[src/rtl/minimization_mu_bw16.sv]
// minimization_mu_bw16: mu operator, finds least y in 0..MAXY with child g(x, y) == 0.
module minimization_mu_bw16 #(
  parameter int BW = 16,
  parameter logic [BW-1:0] MAXY = {BW{1'b1}}
) (
  input  logic          CLK,
  input  logic          RST,
  input  logic          ST,
  input  logic [BW-1:0] IN0,
  output logic          RD,
  output logic [BW-1:0] RES,
  output logic          FAIL,
  output logic          G_ST,
  output logic [BW-1:0] G_X,
  output logic [BW-1:0] G_Y,
  input  logic          G_RD,
  input  logic [BW-1:0] G_RES
);
  typedef enum logic [1:0] {IDLE, ACK, WAIT} state_t;
  state_t state;
  logic st_q;
  always_ff @(posedge CLK or negedge RST) begin
    if (!RST) begin
      state <= IDLE;
      st_q <= 1'b0;
      RD <= 1'b1;
      RES <= '0;
      FAIL <= 1'b0;
      G_ST <= 1'b0;
      G_X <= '0;
      G_Y <= '0;
    end else begin
      st_q <= ST;
      case (state)
        IDLE: if (ST && !st_q) begin
          G_X <= IN0;
          G_Y <= '0;
          G_ST <= 1'b1;
          RD <= 1'b0;
          FAIL <= 1'b0;
          state <= ACK;
        end
        ACK: if (!G_RD) begin
          G_ST <= 1'b0;
          state <= WAIT;
        end
        WAIT: if (G_RD) begin
          if (G_RES == '0) begin
            RES <= G_Y;
            FAIL <= 1'b0;
            RD <= 1'b1;
            state <= IDLE;
          end else if (G_Y == MAXY) begin
            RES <= MAXY;
            FAIL <= 1'b1;
            RD <= 1'b1;
            state <= IDLE;
          end else begin
            G_Y <= G_Y + 1'b1;
            G_ST <= 1'b1;
            state <= ACK;
          end
        end
        default: state <= IDLE;
      endcase
    end
  end
endmodule

[config.mk]
export PLATFORM = sky130hd
export DESIGN_NAME = minimization_mu_bw16
export DESIGN_NICKNAME = d
export VERILOG_FILES = /design/src/rtl/minimization_mu_bw16.sv
export SDC_FILE = /design/constraint.sdc
export NUM_CORES = 1
export LEC_CHECK = 0
export BUFFER_PORTS_ARGS = -buffer_cell sky130_fd_sc_hd__buf_2
export CAP_MARGIN = 0
export CORE_MARGIN = 4
export CORE_UTILIZATION = 45
export DETAILED_ROUTE_END_ITERATION = 16
export PLACE_DENSITY = 0.76
export SLEW_MARGIN = 15
export SYNTH_ARGS = -nofsm -noshare
export SYNTH_HDL_FRONTEND = slang
export SYNTH_SLANG_ARGS = --single-unit
[constraint.sdc]
create_clock -name CLK -period 5.4 [get_ports CLK]
set_input_delay 1.08 -clock CLK [delete_from_list [all_inputs] [get_ports CLK]]
set_output_delay 1.08 -clock CLK [all_outputs]
set_load 0.005 [all_outputs]
==> flow_metrics.tcl, run 1 <==
set metrics [dict create \
    syn-instance-count 239 \
    setup_tns_ns 0 \
    n_antenna_cell 0 \
    final.setup.worst_slack_ns 2.70 \
    core_area_mm2 0.00520 \
    start_util_pct 47.3 \
    numClockSinks 54 \
    via_count 2145 \
    start_kind "input port" \
    fmax_ghz 0.370 \
    reg2reg_depth 6 \
    dp_cells 384 \
    viasPerCell 5.47 \
    dp_slack_ns 2.38 \
    drive_above_1_share_pct 37.6 \
    ys_dominant_reg_cell "dfrtp_1" \
    hp-class "reg2reg" \
    ios 87 \
    tightestPinTransition_ns 0.836 \
    vdd_drop_max_v 0.000176 \
    dieHeight_um 82.0 \
    synth.distinct_cells 48 \
    cts.clk_slew.worst_paths_ns 0.09 \
    avgSynthCellArea_um2 10.3 \
    synth_seq_cells 54 \
    hold_viol_final 0 \
    path_class "in2reg" \
    relSlewSlack_pct 44.0 \
    cp.required_ns 5.56 \
    use_met2_pct 29.6 \
    gp_congestion 0.794 \
    setup_violations 0 \
    path_max_fanout 12 \
    use_met1_pct 25.1 \
    mostFrequentLayoutCells "86 x buf_2, 56 x nand2_1, 53 x dfrtp_1" \
    cts_root_buf "clkbuf_8" \
    syn_nets 276 \
    cts_buffer_depth 2 \
    drt-total-wl_um 5870 \
    leakage_nw 1.56 \
    area_growth_pct 22.0 \
    grt_pass1_vias 1933 \
    r2r_start "G_Y[0]" \
    finalNetCount 358 \
    cts_resized 0 \
    drt_first_pass_iters 5 \
    min_period_ns 2.70 \
    outcome "completed" \
    synthTopCellsByArea "dfrtp_1 54%, nand2_1 8.5%, o22a_2 5.7%, o22a_1 2.5%, nand3_1 2.2%" \
    cts_buffers 5 \
    rsz0062_at_grt "no" \
    cts_max_level 2 \
    postCtsSetupBuffers 0 \
    top_usage_layer "met2" \
    post_drt_wl_per_cell_um 15.0 \
    startpoint "G_RES[5]" \
    slew_viol_final 0 \
    worst_hold_slack_ns 0.475 \
    drt_iter0_markers 154 \
    yosys.area.top_type "dfrtp_1" \
    clock_latency_ns 0.31 \
    post-route-period-util_pct 50.0 \
    cts_hold_buffers 0 \
    gr-total-overflow 0 \
    async_flop_share_pct 100 \
    synth_top_area_share_pct 53.9 \
    worstHoldStart "G_X[0]" \
    cts_tree "yes" \
    power.density_mw_per_mm2 336 \
    finalNonFillerCells 392 \
    io_buffers 86 \
    arrival_ns 2.86 \
    synth_area_mm2 0.00246 \
    die_w_um 82.0 \
    grt_max_degree 55 \
    dpl.hpwl_um 4240 \
    ant_nets 0 \
    use_met3_pct 4.28 \
    grt_util_all_layers_pct 18.6 \
    final_common_cell "buf_2" \
    cap_violations 0 \
    postPlaceCellArea_mm2 0.00292 \
    antenna_found_initial 0 \
    critPathCaptureType "flip-flop" \
    grt_pass1_wl_um 9460 \
    finalInstanceArea_mm2 0.00300 \
    ys_seq_area_share_pct 55.0 \
    synth_edf_count 0 \
    rows 26 \
    final.setup_skew_ns 0.0105 \
    worstHoldPathCells 2 \
    drc 0 \
    yosysWarnings 0 \
    die-area_mm2 0.00672 \
]
per-layer routing:
metal / vias up / routed length, µm
met5: - / 0
met1: 1029 / 2510
met4: 0 / 64
met2: 78 / 2860
li1: 1033 / -
met3: 5 / 437
registers in the layout, indices dropped and copies added (netlist names):
name / flops
G_X: 16
RES: 16
FAIL: 1
state: 2
st_q: 1
G_Y: 16
G_ST: 1
RD: 1
per-stage QoR:
step	total power, mW	util (%)
after floorplan	0.682	-
after detailed placement	0.807	56.1
after CTS	1.02	57.7
after global placement	0.798	56.1
after global routing	1.08	57.7
final	1.01	57.7
path summary, 6_finish.rpt:
check	to	slack, ns
setup / recovery	G_Y[1]	2.70
hold / removal	G_X[0]	0.47
setup reg to reg	G_Y[1]	2.86
hold reg to reg	G_X[0]	0.47
max in group asynchronous	G_Y[6]	4.06
min in group asynchronous	RES[2]	0.88
final cells by class:
cell class | instances | area (µm²)
Inverter | 2 | 7.51
Timing Repair Buffer | 88 | 445
Clock buffer | 7 | 76.3
Multi-Input combinational cell | 170 | 1020
Tap cell | 70 | 87.6
Clock inverter | 1 | 7.51
Fill cell | 486 | 2200
Sequential cell | 54 | 1350
power breakdown:
group / switching (mW) / internal, mW
Sequential: 0.0531 / 0.477
Combinational: 0.152 / 0.111
Clock: 0.124 / 0.0920
Total: 0.330 / 0.680
synthesized netlist by cell type, types with 2 or more instances:
| master | number |
|---|---|
| a21oi_1 | 7 |
| a22o_1 | 2 |
| and3_1 | 3 |
| and4_1 | 2 |
| buf_2 | 2 |
| buf_4 | 2 |
| buf_6 | 3 |
| clkbuf_1 | 5 |
| dfrtp_1 | 53 |
| inv_1 | 2 |
| nand2_1 | 56 |
| nand2b_1 | 2 |
| nand3_1 | 11 |
| nand4_1 | 5 |
| nor2_1 | 12 |
| nor3_1 | 6 |
| nor4_1 | 5 |
| o21ai_0 | 9 |
| o22a_1 | 7 |
| o22a_2 | 14 |
| o22ai_1 | 3 |
| or3_1 | 2 |
critical path: stages:
cell,delay [ns]
buf_2,0.11
nor4_1,0.36
and4_1,0.33
nor3_2,0.10
nor2_1,0.66
o21ai_0,0.21
cell families after synthesis:
family	share of synthesized area (%)
flip-flops	55.0
adder cells (fa/ha/maj)	0.508
AND/OR/NAND/NOR	23.7
buffers and inverters	3.66
AO/OA/AOI/OAI	17.1
Power figures use the tool's default switching activity.
==> run 2, diff against run 1 <==
--- a/config.mk
+++ b/config.mk
@@ -10,7 +10,7 @@
 export CORE_MARGIN = 4
 export CORE_UTILIZATION = 45
 export DETAILED_ROUTE_END_ITERATION = 16
-export PLACE_DENSITY = 0.76
+export PLACE_DENSITY = 0.79
 export SLEW_MARGIN = 15
 export SYNTH_ARGS = -nofsm -noshare
 export SYNTH_HDL_FRONTEND = slang
==> constraint.sdc (replaced) <==
create_clock -name CLK -period 2.18 [get_ports CLK]
set_input_delay 0.436 -clock CLK [delete_from_list [all_inputs] [get_ports CLK]]
set_output_delay 0.436 -clock CLK [all_outputs]
set_load 0.005 [all_outputs]
==> run 2 against run 1 <==
First-iteration DRC count increased by 41%. Clock skew fell by 0.0051 ns. Wire length is 6.5% higher. Sequential power increased by 140%.
==> flow_metrics.tcl, run 2 (same netlist as run 1, synthesis figures left out) <==
set metrics [dict create \
    fmax_ghz 0.492 \
    viasPerCell 5.41 \
    reg2reg_depth 6 \
    fill_cells 458 \
    hold_viol_final 0 \
    tightestPinTransition_ns 0.684 \
    path_class "reg2reg" \
    cts_tree "yes" \
    path_max_fanout 4 \
    cts.clk_slew.worst_paths_ns 0.10 \
    clock_latency_ns 0.31 \
    rsz0062_at_grt "no" \
    grt_max_degree 55 \
    use_met1_pct 28.0 \
    dieHeight_um 82.0 \
    dpl.hpwl_um 4670 \
    top_usage_layer "met2" \
    regArea_mm2 0.00135 \
    finalNetCount 380 \
    core_area_mm2 0.00520 \
    drt_first_pass_iters 5 \
    die-area_mm2 0.00672 \
    start_kind "flip-flop" \
    arrival_ns 2.24 \
    final.setup_skew_ns 0.00537 \
    post-route-period-util_pct 93.2 \
    drive_above_1_share_pct 42.4 \
    power.density_mw_per_mm2 832 \
    outcome "completed" \
    ios 87 \
    via_count 2240 \
    drc 0 \
    cts_buffers 5 \
    grt_pass1_wl_um 10200 \
    grt_pass1_vias 2072 \
    setup_tns_ns 0 \
    largestRegisters "G_X (16), G_Y (16), RES (16)" \
    cts_root_buf "clkbuf_8" \
    use_met2_pct 31.6 \
    startpoint "G_Y[0]" \
    gp_congestion 0.841 \
    min_period_ns 2.03 \
    gr-total-overflow 0 \
    leakage_nw 1.68 \
    endpoint "G_Y[3]" \
    dp_cells 406 \
    setup_violations 0 \
    rows 26 \
    multi_input_area_mm2 0.00103 \
    relSlewSlack_pct 54.4 \
    worst-r2r-setup-slack_ns 0.15 \
    n_antenna_cell 0 \
    cts_buffer_depth 2 \
    grt_util_all_layers_pct 19.9 \
    cts_hold_buffers 0 \
    final_common_cell "buf_2" \
    io_buffers 86 \
    area_growth_pct 29.3 \
    antenna_found_initial 0 \
    post_drt_wl_per_cell_um 15.1 \
    use_met3_pct 3.84 \
    finalNonFillerCells 414 \
    slew_viol_final 0 \
    cts_max_level 2 \
    mostFrequentLayoutCells "86 x buf_2, 56 x nand2_1, 53 x dfrtp_1" \
    start_util_pct 47.3 \
    die_w_um 82.0 \
    drt_iter0_markers 217 \
    numClockSinks 54 \
    r2r_start "G_Y[0]" \
    ant_nets 0 \
    cap_violations 0 \
    vdd_drop_max_v 0.000398 \
    hp-class "in2async" \
    cp.required_ns 2.39 \
    critPathCaptureType "flip-flop" \
    regToRegEndpoint "G_Y[3]" \
    drt-total-wl_um 6250 \
]
==> run 2: cell types whose count changed in the layout (fill, tap and decap cells not counted) <==
cell      previous run  this run
buf_4                2        24
clkbuf_1             2         0
clkinv_4             0         1
inv_6                0         1
or3_1                2         1
or3_4                0         1
==> run 2: how the worst min path moves through the flow <==
stage,end,cells after the start,slack [ns]
final,RES[3],2,0.24
after global routing,st_q,1,0.24
after CTS,st_q,1,0.24
after detailed placement,G_X[8],2,0.46
after global placement,G_X[9],2,0.45
after floorplan,FAIL,0,0.14
==> run 2: layout make-up <==
class	instances	share of cell area, %
tap	70	2.75
multi-input combinational	170	32.4
clock inverter	3	0.786
clock buffer	5	2.16
inverter	2	0.236
sequential	54	42.5
timing repair buffer	110	19.2
==> run 2: power by group <==
part	internal [mW]	switching (mW)	total [mW]
registers	1.18	0.0978	1.28
logic	0.349	0.446	0.795
clock network	0.232	0.340	0.573
==> run 2: through the flow <==
stage	util, %	area, µm²	setup WS, ns	hold WS, ns	power [mW]
2_1_floorplan	-	2460	0.237	0.140	1.69
3_3_place_gp	59.2	3080	0.190	0.452	2.06
3_5_place_dp	59.2	3080	0.107	0.457	2.09
4_1_cts	61.0	3180	0.150	0.241	2.67
5_1_grt	61.1	3180	0.0472	0.239	2.83
6_report	61.1	3180	0.147	0.243	2.65
==> run 2: per-layer routing <==
layer	vias to the layer above	part of all wire (%)
met5	-	0
met4	0	1.1
met1	1077	42
li1	1072	-
met3	6	7.1
met2	85	50
==> run 2: critical path, stage by stage, from the launching register on <==
cell,delay (ns)
dfrtp_1,0.37
ha_1,0.24
nand3_2,0.13
nor4_2,0.50
nor3_1,0.22
and3_1,0.22
a221o_1,0.25
==> run 2: what timing repair did <==
| item | CTS | global route |
|---|---|---|
| endpoints found under the setup margin | 0 | 8 |
| setup buffers | 0 | 0 |
| gates resized for setup | 0 | 1 |
